<file path="config.mk">
export PLATFORM = sky130hd
export DESIGN_NAME = signal_phase_controller
export DESIGN_NICKNAME = d
export VERILOG_FILES = /design/src/rtl/signal_phase_controller.sv
export SDC_FILE = /design/constraint.sdc
export NUM_CORES = 1
export LEC_CHECK = 0
export CORE_MARGIN = 1
export CORE_UTILIZATION = 25
export DETAILED_ROUTE_END_ITERATION = 12
export PLACE_DENSITY_LB_ADDON = 0.1
export SYNTH_ARGS = -nofsm -noshare
export SYNTH_HDL_FRONTEND = slang
export SYNTH_SLANG_ARGS = --single-unit
</file>
<file path="constraint.sdc">
create_clock -name CLK -period 2.4 [get_ports CLK]
set_input_delay 0.48 -clock CLK [delete_from_list [all_inputs] [get_ports CLK]]
set_output_delay 0.48 -clock CLK [all_outputs]
set_load 0.03 [all_outputs]
</file>
<file path="src/rtl/signal_phase_controller.sv">
// Two-approach signal phase controller with min/max green, yellow, all-red and optional protected lefts.
// Optional feature macro: LEFT_TURN_PHASE_EN (enables the NS_LEFT / EW_LEFT phases).
module signal_phase_controller #(
  parameter int MIN_GREEN   = 4,
  parameter int MAX_GREEN   = 10,
  parameter int YELLOW_TIME = 3,
  parameter int ALLRED_TIME = 2,
  parameter int LEFT_TIME   = 3
) (
  input  logic       CLK,
  input  logic       rst,
  input  logic [4:0] n_counter,
  input  logic [4:0] s_counter,
  input  logic [4:0] e_counter,
  input  logic [4:0] w_counter,
  input  logic       ns_left_req,
  input  logic       ew_left_req,
  output logic [1:0] ns_light,
  output logic [1:0] ew_light,
  output logic       ns_left_arrow,
  output logic       ew_left_arrow,
  output logic [2:0] phase,
  output logic [7:0] phase_timer,
  output logic       switch_pulse
);

  typedef enum logic [2:0] {
    ALLRED_EW = 3'd0,
    NS_LEFT   = 3'd1,
    NS_GREEN  = 3'd2,
    NS_YELLOW = 3'd3,
    ALLRED_NS = 3'd4,
    EW_LEFT   = 3'd5,
    EW_GREEN  = 3'd6,
    EW_YELLOW = 3'd7
  } state_t;

  localparam logic [7:0] MIN_LAST    = 8'(MIN_GREEN - 1);
  localparam logic [7:0] MAX_LAST    = 8'(MAX_GREEN - 1);
  localparam logic [7:0] YELLOW_LAST = 8'(YELLOW_TIME - 1);
  localparam logic [7:0] ALLRED_LAST = 8'(ALLRED_TIME - 1);
  localparam logic [7:0] LEFT_LAST   = 8'(LEFT_TIME - 1);

  localparam logic [1:0] LIGHT_RED    = 2'b00;
  localparam logic [1:0] LIGHT_GREEN  = 2'b01;
  localparam logic [1:0] LIGHT_YELLOW = 2'b10;

  state_t      state_r;
  state_t      next_state_s;
  logic [7:0]  timer_r;
  logic [5:0]  ns_demand_s;
  logic [5:0]  ew_demand_s;
  logic [1:0]  ns_light_s;
  logic [1:0]  ew_light_s;
  logic        ns_arrow_s;
  logic        ew_arrow_s;
  logic        ns_left_go_s;
  logic        ew_left_go_s;

  // Widen before adding so two full 5-bit queues cannot wrap to zero demand.
  assign ns_demand_s = {1'b0, n_counter} + {1'b0, s_counter};
  assign ew_demand_s = {1'b0, e_counter} + {1'b0, w_counter};

`ifdef LEFT_TURN_PHASE_EN
  assign ns_left_go_s = ns_left_req;
  assign ew_left_go_s = ew_left_req;
`else
  logic left_req_unused_s;
  assign left_req_unused_s = ns_left_req | ew_left_req;
  assign ns_left_go_s      = 1'b0;
  assign ew_left_go_s      = 1'b0;
`endif

  // Green ends only with waiting cross traffic, after min green, on gap-out or max-out.
  function automatic logic green_done(input logic [7:0] t, input logic [5:0] own,
                                      input logic [5:0] comp);
    green_done = (t >= MIN_LAST) && (comp != 6'd0) && ((own == 6'd0) || (t >= MAX_LAST));
  endfunction

  // Next-state selection.
  always_comb begin
    next_state_s = state_r;
    case (state_r)
      ALLRED_EW: begin
        if (timer_r == ALLRED_LAST) begin
          if (ns_left_go_s) next_state_s = NS_LEFT;
          else              next_state_s = NS_GREEN;
        end else begin
          next_state_s = state_r;
        end
      end
      NS_LEFT: begin
        if (timer_r == LEFT_LAST) next_state_s = NS_GREEN;
        else                      next_state_s = state_r;
      end
      NS_GREEN: begin
        if (green_done(timer_r, ns_demand_s, ew_demand_s)) next_state_s = NS_YELLOW;
        else                                                next_state_s = state_r;
      end
      NS_YELLOW: begin
        if (timer_r == YELLOW_LAST) next_state_s = ALLRED_NS;
        else                        next_state_s = state_r;
      end
      ALLRED_NS: begin
        if (timer_r == ALLRED_LAST) begin
          if (ew_left_go_s) next_state_s = EW_LEFT;
          else              next_state_s = EW_GREEN;
        end else begin
          next_state_s = state_r;
        end
      end
      EW_LEFT: begin
        if (timer_r == LEFT_LAST) next_state_s = EW_GREEN;
        else                      next_state_s = state_r;
      end
      EW_GREEN: begin
        if (green_done(timer_r, ew_demand_s, ns_demand_s)) next_state_s = EW_YELLOW;
        else                                                next_state_s = state_r;
      end
      EW_YELLOW: begin
        if (timer_r == YELLOW_LAST) next_state_s = ALLRED_EW;
        else                        next_state_s = state_r;
      end
      default: next_state_s = ALLRED_EW;
    endcase
  end

  // Output decode of the upcoming state, registered below so outputs track the state register.
  always_comb begin
    ns_light_s = LIGHT_RED;
    ew_light_s = LIGHT_RED;
    ns_arrow_s = 1'b0;
    ew_arrow_s = 1'b0;
    case (next_state_s)
      NS_LEFT:   ns_arrow_s = 1'b1;
      NS_GREEN:  ns_light_s = LIGHT_GREEN;
      NS_YELLOW: ns_light_s = LIGHT_YELLOW;
      EW_LEFT:   ew_arrow_s = 1'b1;
      EW_GREEN:  ew_light_s = LIGHT_GREEN;
      EW_YELLOW: ew_light_s = LIGHT_YELLOW;
      default: begin
        ns_light_s = LIGHT_RED;
        ew_light_s = LIGHT_RED;
      end
    endcase
  end

  // State, saturating phase timer and registered outputs.
  always_ff @(posedge CLK) begin
    if (!rst) begin
      state_r       <= ALLRED_EW;
      timer_r       <= 8'd0;
      ns_light      <= LIGHT_RED;
      ew_light      <= LIGHT_RED;
      ns_left_arrow <= 1'b0;
      ew_left_arrow <= 1'b0;
      switch_pulse  <= 1'b0;
    end else begin
      state_r       <= next_state_s;
      ns_light      <= ns_light_s;
      ew_light      <= ew_light_s;
      ns_left_arrow <= ns_arrow_s;
      ew_left_arrow <= ew_arrow_s;
      switch_pulse  <= (next_state_s != state_r);
      if (next_state_s != state_r) timer_r <= 8'd0;
      else if (timer_r != 8'd255)  timer_r <= timer_r + 8'd1;
      else                         timer_r <= timer_r;
    end
  end

  assign phase       = state_r;
  assign phase_timer = timer_r;

endmodule

</file>
---- Word-level counts from Yosys, hierarchy flattened ----
Cells that the tools add are included.
word-level totals
  output and inout bits ................... 18
  bits in registers ....................... 18
  bits of input ports ..................... 24
  logic and storage cells ................. 55
operators by class
  magnitude comparators ................... 2
  $add $sub $neg .......................... 3
  bitwise gates (word level) .............. 1
  muxes and demuxes ....................... 13
  equality and inequality tests ........... 17
  reductions and logical operators ........ 12
operator list
  kind                                                 number
  two-way mux 3 bit                                    8
  case mux 3 bit (8 select lines)                      1
  equality test 3 bit, second input constant           7
  adder 5 x 5 -> 6 bit                                 2
  equality test 3 x 2 -> 1 bit, second input constant  4
  logical NOT 6 bit                                    2
  nonzero test 6 bit                                   2
  adder 8 x 1 -> 8 bit, second input constant          1
  equality test 8 x 1 -> 1 bit, second input constant  1
  equality test 8 x 2 -> 1 bit, second input constant  1
  >= comparator 8 x 2 -> 1 bit, second input constant  1
  >= comparator 8 x 4 -> 1 bit, second input constant  1
  inequality test 8 bit, second input constant         1
  case mux 2 bit (2 select lines)                      2
  equality test 3 x 1 -> 1 bit, second input constant  2
  logical AND 1 bit                                    4
  logical NOT 3 bit                                    1
  inequality test 3 bit                                1
  logical OR 1 bit                                     2
  two-way mux 1 bit                                    2
  OR reduction 2 bit                                   1
  inverter 1 bit                                       1

---- Longest topological paths before layout ----
Gate-level depths: netlist (run 1).
  word-level depth ........................ 8
  gate-level depth with buffers ........... 8
  depth with buffers taken out ............ 7

---- Least setup slack after synthesis (run 1) ----
No wires, ideal clock.
  kind .................................... input-to-reg
  from .................................... input port n_counter[0]
  to ...................................... register timer_r[6] (netlist: phase_timer[6])
  buffers on the path ..................... 1
  stages .................................. 8
  slack ................................... 0.060 ns
  data required time ...................... 2.300 ns
  library setup time ...................... 0.100 ns
  arrival ................................. 2.240 ns
  path through ............................ ha_1 fa_1 nor3_1 nand2_1 o2111a_1 a32o_1 buf_6 a2111oi_4
between the ends
  longest elaborated chain between the ends .. 8
  elaborated cells on any way between the ends .. 12
  classes of those cells .................. add/sub: 1; eq/ne: 1; mux: 3; reduce/logical: 7
ends and longest elaborated chain
  what                                                     line     source
  from (decl)                                              12       input logic [4:0] n_counter,
  adder 5 x 5 -> 6 bit *                                   61       assign ns_demand_s = {1'b0, n_counter} + {1'b0, s_counter};
  nonzero test 6 bit or logical NOT 6 bit (tied branches)  77       green_done = (t >= MIN_LAST) && (comp != 6'd0) && ((own == 6'd0) || (t >= MAX_LAST));
  logical AND 1 bit or logical OR 1 bit (tied branches)    77
  logical AND 1 bit                                        77
  two-way mux 3 bit, on equally long branches              117, 97
  case mux 3 bit (8 select lines) *                        83       case (state_r)
  inequality test 3 bit *                                  165      if (next_state_s != state_r) timer_r <= 8'd0;
  OR reduction 2 bit (no source line) *                    -
  to (signal assigned)                                     166      else if (timer_r != 8'd255) timer_r <= timer_r + 8'd1;
  to (signal assigned)                                     167      else timer_r <= timer_r;
  to (decl)                                                50       logic [7:0] timer_r;
Mark *: on every way between the ends. The rest lies on a longest branch, timed or not.
A chain may end at the register's enable or synchronous reset.

---- Worst setup path in the final report (run 1) ----
  from .................................... input port s_counter[1]
  to ...................................... register timer_r[7] (netlist: phase_timer[7])
between the ends
  longest elaborated chain between the ends .. 8
  elaborated cells on any way between the ends .. 12
  classes of those cells .................. add/sub: 1; eq/ne: 1; mux: 3; reduce/logical: 7
ends and longest elaborated chain
  what                                                     line     source
  from (decl)                                              13       input logic [4:0] s_counter,
  adder 5 x 5 -> 6 bit *                                   61
  nonzero test 6 bit or logical NOT 6 bit (tied branches)  77
  logical AND 1 bit or logical OR 1 bit (tied branches)    77
  logical AND 1 bit                                        77
  two-way mux 3 bit, on equally long branches              117, 97
  case mux 3 bit (8 select lines) *                        83
  inequality test 3 bit *                                  165
  OR reduction 2 bit (no source line) *                    -
Marks and branches as above.

==> results.cfg, run 1 <==
[clock_network]
clockRootBuffer = clkbuf_8
cts-hold-fix-buffers = 0
numClockSinks = 18
clockBufferDepth = 2
cts_buffers = 3
clkTransAtPathRegs_ns = 0.07
cts_tree = built
clk_latency_ns = 0.25
htree_levels = 1

[global_routing]
use_met1 = 0.174
antenna_found_initial = 0
grt_usage = 0.129
overflow = 0
grt_pass1_vias = 1081
grt_pass1_wl_um = 5220
top_usage_layer = met2
use_met3 = 0.0352
grt_use_met2 = 0.212
grt_max_degree = 11

[logic_synthesis]
synthesis.nets = 162
ys_dominant_reg_cell = dfxtp_1
ys_ff_latch = 18
syn_avg_cell_area_um2 = 9.83
synthDistinctLibCells = 42
async_flop_share = 0
yosys_warnings = 0
postSynthCellCount = 122
synth_edf_count = 0
syn_area_um2 = 1200
yosysSeqAreaShare = 0.301

[sta]
tightest_slew_ns = 0.565
finalHoldWorstSlack_ns = 0.590
rsz0062_at_grt = false
slew_violations = 0
clock.fmax_mhz = 439
slew_headroom = 0.623
finalHoldViolCount = 0
setup_viol = 0
fin_crit_ns = 2.28
skew_ns = 0.00652
finalSetupTns_ns = 0
finalCritPeriodShare = 0.948

[finish]
instances_no_fill = 221
antenna_cells = 0
areaGrowthSynthToFinish_pct = 52.8
final_common_cell = clkdlybuf4s50_1
drive_gt1_frac = 0.219
nets = 210
post-route-util = 0.409
mostFrequentLayoutCells = clkdlybuf4s50_1 (29), dfxtp_1 (18), ha_1 (11), a21oi_1 (7), nand3_1 (7)

[place]
gp_congestion = 0.708
hpwl_um = 2250
place.port_buffers = 39
dp_cells = 214

[pwr]
p_leak_nw = 0.719
power_mw = 0.857
power_density_nw_per_um2 = 468
ir_drop_v = 0.000283

[die]
ios = 42
die_w_um = 71.2
core_area_um2 = 4470
initial_core_util = 0.268
dieArea_um2 = 5080
die_h_um = 71.2
row_count = 24

[critical_path]
worst_setup_path_end_kind = flip-flop
rr_endpoint = phase_timer[7]$_SDFFE_PP0P_
startpoint_type = input pin
ff2ff_setup_slack_ns = 0.19
reg2reg_from = phase_timer[1]$_SDFFE_PP0P_
reg2reg_depth = 8
crit_type = in -> reg
worstPathArrival_ns = 2.44
crit_path_max_fanout = 5
cp.required_ns = 2.57

[worst_hold_path]
hold-path-endpoint = phase_timer[6]$_SDFFE_PP0P_
holdPathStages = 2
hold_path.class = reg -> reg
hp-start = phase_timer[6]$_SDFFE_PP0P_

[status]
violations = design-rule violations
status = complete, but fails checks

[detailed_routing]
drtIter0Drc = 37
vias_per_cell = 4.86
drc = 4
ant_nets = 0
wire_per_inst_um = 13.8
drt_first_pass_iters = 8
wl_um = 3050
vias = 1075

[run]
maxCapViolations = 0
[cell families after synthesis]
kind of cell | count (synthesis) | share of synthesized area
simple gates | 51 | 0.277
buf+inv | 8 | 0.0324
xor+xnor | 4 | 0.0292
compound gates | 25 | 0.182
flops | 18 | 0.301
fa+ha+maj | 16 | 0.180
[worst max path at each step]
stage,startpoint,slack (ns),end
floorplan,n_counter[0],0.06,phase_timer[6]$_SDFFE_PP0P_
global placement,n_counter[0],-0.50,phase_timer[6]$_SDFFE_PP0P_
detailed placement,n_counter[0],-0.52,phase_timer[7]$_SDFFE_PP0P_
CTS,s_counter[0],0.05,phase_timer[7]$_SDFFE_PP0P_
global route,n_counter[2],0.004,phase_timer[7]$_SDFFE_PP0P_
finish,s_counter[1],0.12,phase_timer[7]$_SDFFE_PP0P_
[cell type report]
cell class | instances | area [um^2]
Clock buffer | 4 | 55.1
Tap cell | 52 | 65.1
Sequential cell | 18 | 360
Timing Repair Buffer | 46 | 464
Fill cell | 432 | 2640
Inverter | 5 | 18.8
Multi-Input combinational cell | 96 | 868
[flip-flops by register name, summed over array words and instances, names as in the netlist]
name	cells
ns_left_arrow	1
phase	3
ew_light	2
switch_pulse	1
ns_light	2
ew_left_arrow	1
phase_timer	8
[what timing repair did]
| item | in CTS | in global routing |
|---|---|---|
| resized for setup | 16 | 18 |
| cloned | 1 | 0 |
| endpoints found under the setup margin | 14 | 12 |
| pin swaps | 11 | 13 |
| setup buffers | 1 | 1 |
[power breakdown]
| group | switching, mW | internal (mW) |
|---|---|---|
| Clock | 0.102 | 0.146 |
| Sequential | 0.0216 | 0.316 |
| Combinational | 0.137 | 0.135 |
| Total | 0.261 | 0.596 |
[synthesized netlist by cell type, types with 3 or more instances]
library cell / n / area [um^2]
a21oi_1: 8 / 40.0
nor3_1: 7 / 35.0
ha_1: 14 / 175
nand3_1: 7 / 35.0
and2_1: 5 / 31.3
nor2_1: 6 / 22.5
nand2_1: 3 / 11.3
nor3b_1: 4 / 30.0
inv_1: 5 / 18.8
dfxtp_1: 18 / 360
[through the flow]
stage	area, um^2	setup WS, ns
final	1830	0.124
after global routing	1830	0.00384
after floorplan	1200	0.0601
after detailed placement	1680	-0.519
after global placement	1680	-0.495
after CTS	1790	0.0455
[routing by layer]
| metal | wire (um) | vias to the layer above |
|---|---|---|
| met1 | 1460 | 502 |
| met2 | 1490 | 19 |
| met5 | 0 | - |
| met3 | 98 | 2 |
| li1 | - | 552 |
| met4 | 12 | 0 |
[critical path, cell delays in order]
cell and delay [ns]:
dlygate4sd2_1 0.26, fa_1 0.47, nor3_2 0.20, nand2_1 0.08, o2111a_1 0.25, a32o_2 0.29, buf_12 0.16, nor4b_4 0.26
Power figures use the tool's default switching activity.
==> run 2: changes to the inputs <==
--- a/config.mk
+++ b/config.mk
@@ -5,6 +5,7 @@
 export SDC_FILE = /design/constraint.sdc
 export NUM_CORES = 1
 export LEC_CHECK = 0
+export ABC_CLOCK_PERIOD_IN_PS = 2400
 export CORE_MARGIN = 1
 export CORE_UTILIZATION = 25
 export DETAILED_ROUTE_END_ITERATION = 12
==> results of run 2 <==
Same layout as run 1: the final DEF is identical, and so are final timing and power.
==> run 3: changes to the inputs <==
--- a/config.mk
+++ b/config.mk
@@ -8,6 +8,7 @@
 export ABC_CLOCK_PERIOD_IN_PS = 2400
 export CORE_MARGIN = 1
 export CORE_UTILIZATION = 25
+export CTS_CLUSTER_SIZE = 10
 export DETAILED_ROUTE_END_ITERATION = 12
 export PLACE_DENSITY_LB_ADDON = 0.1
 export SYNTH_ARGS = -nofsm -noshare
==> results of run 3 <==
Same layout as run 1: the final DEF is identical, and so are final timing and power.
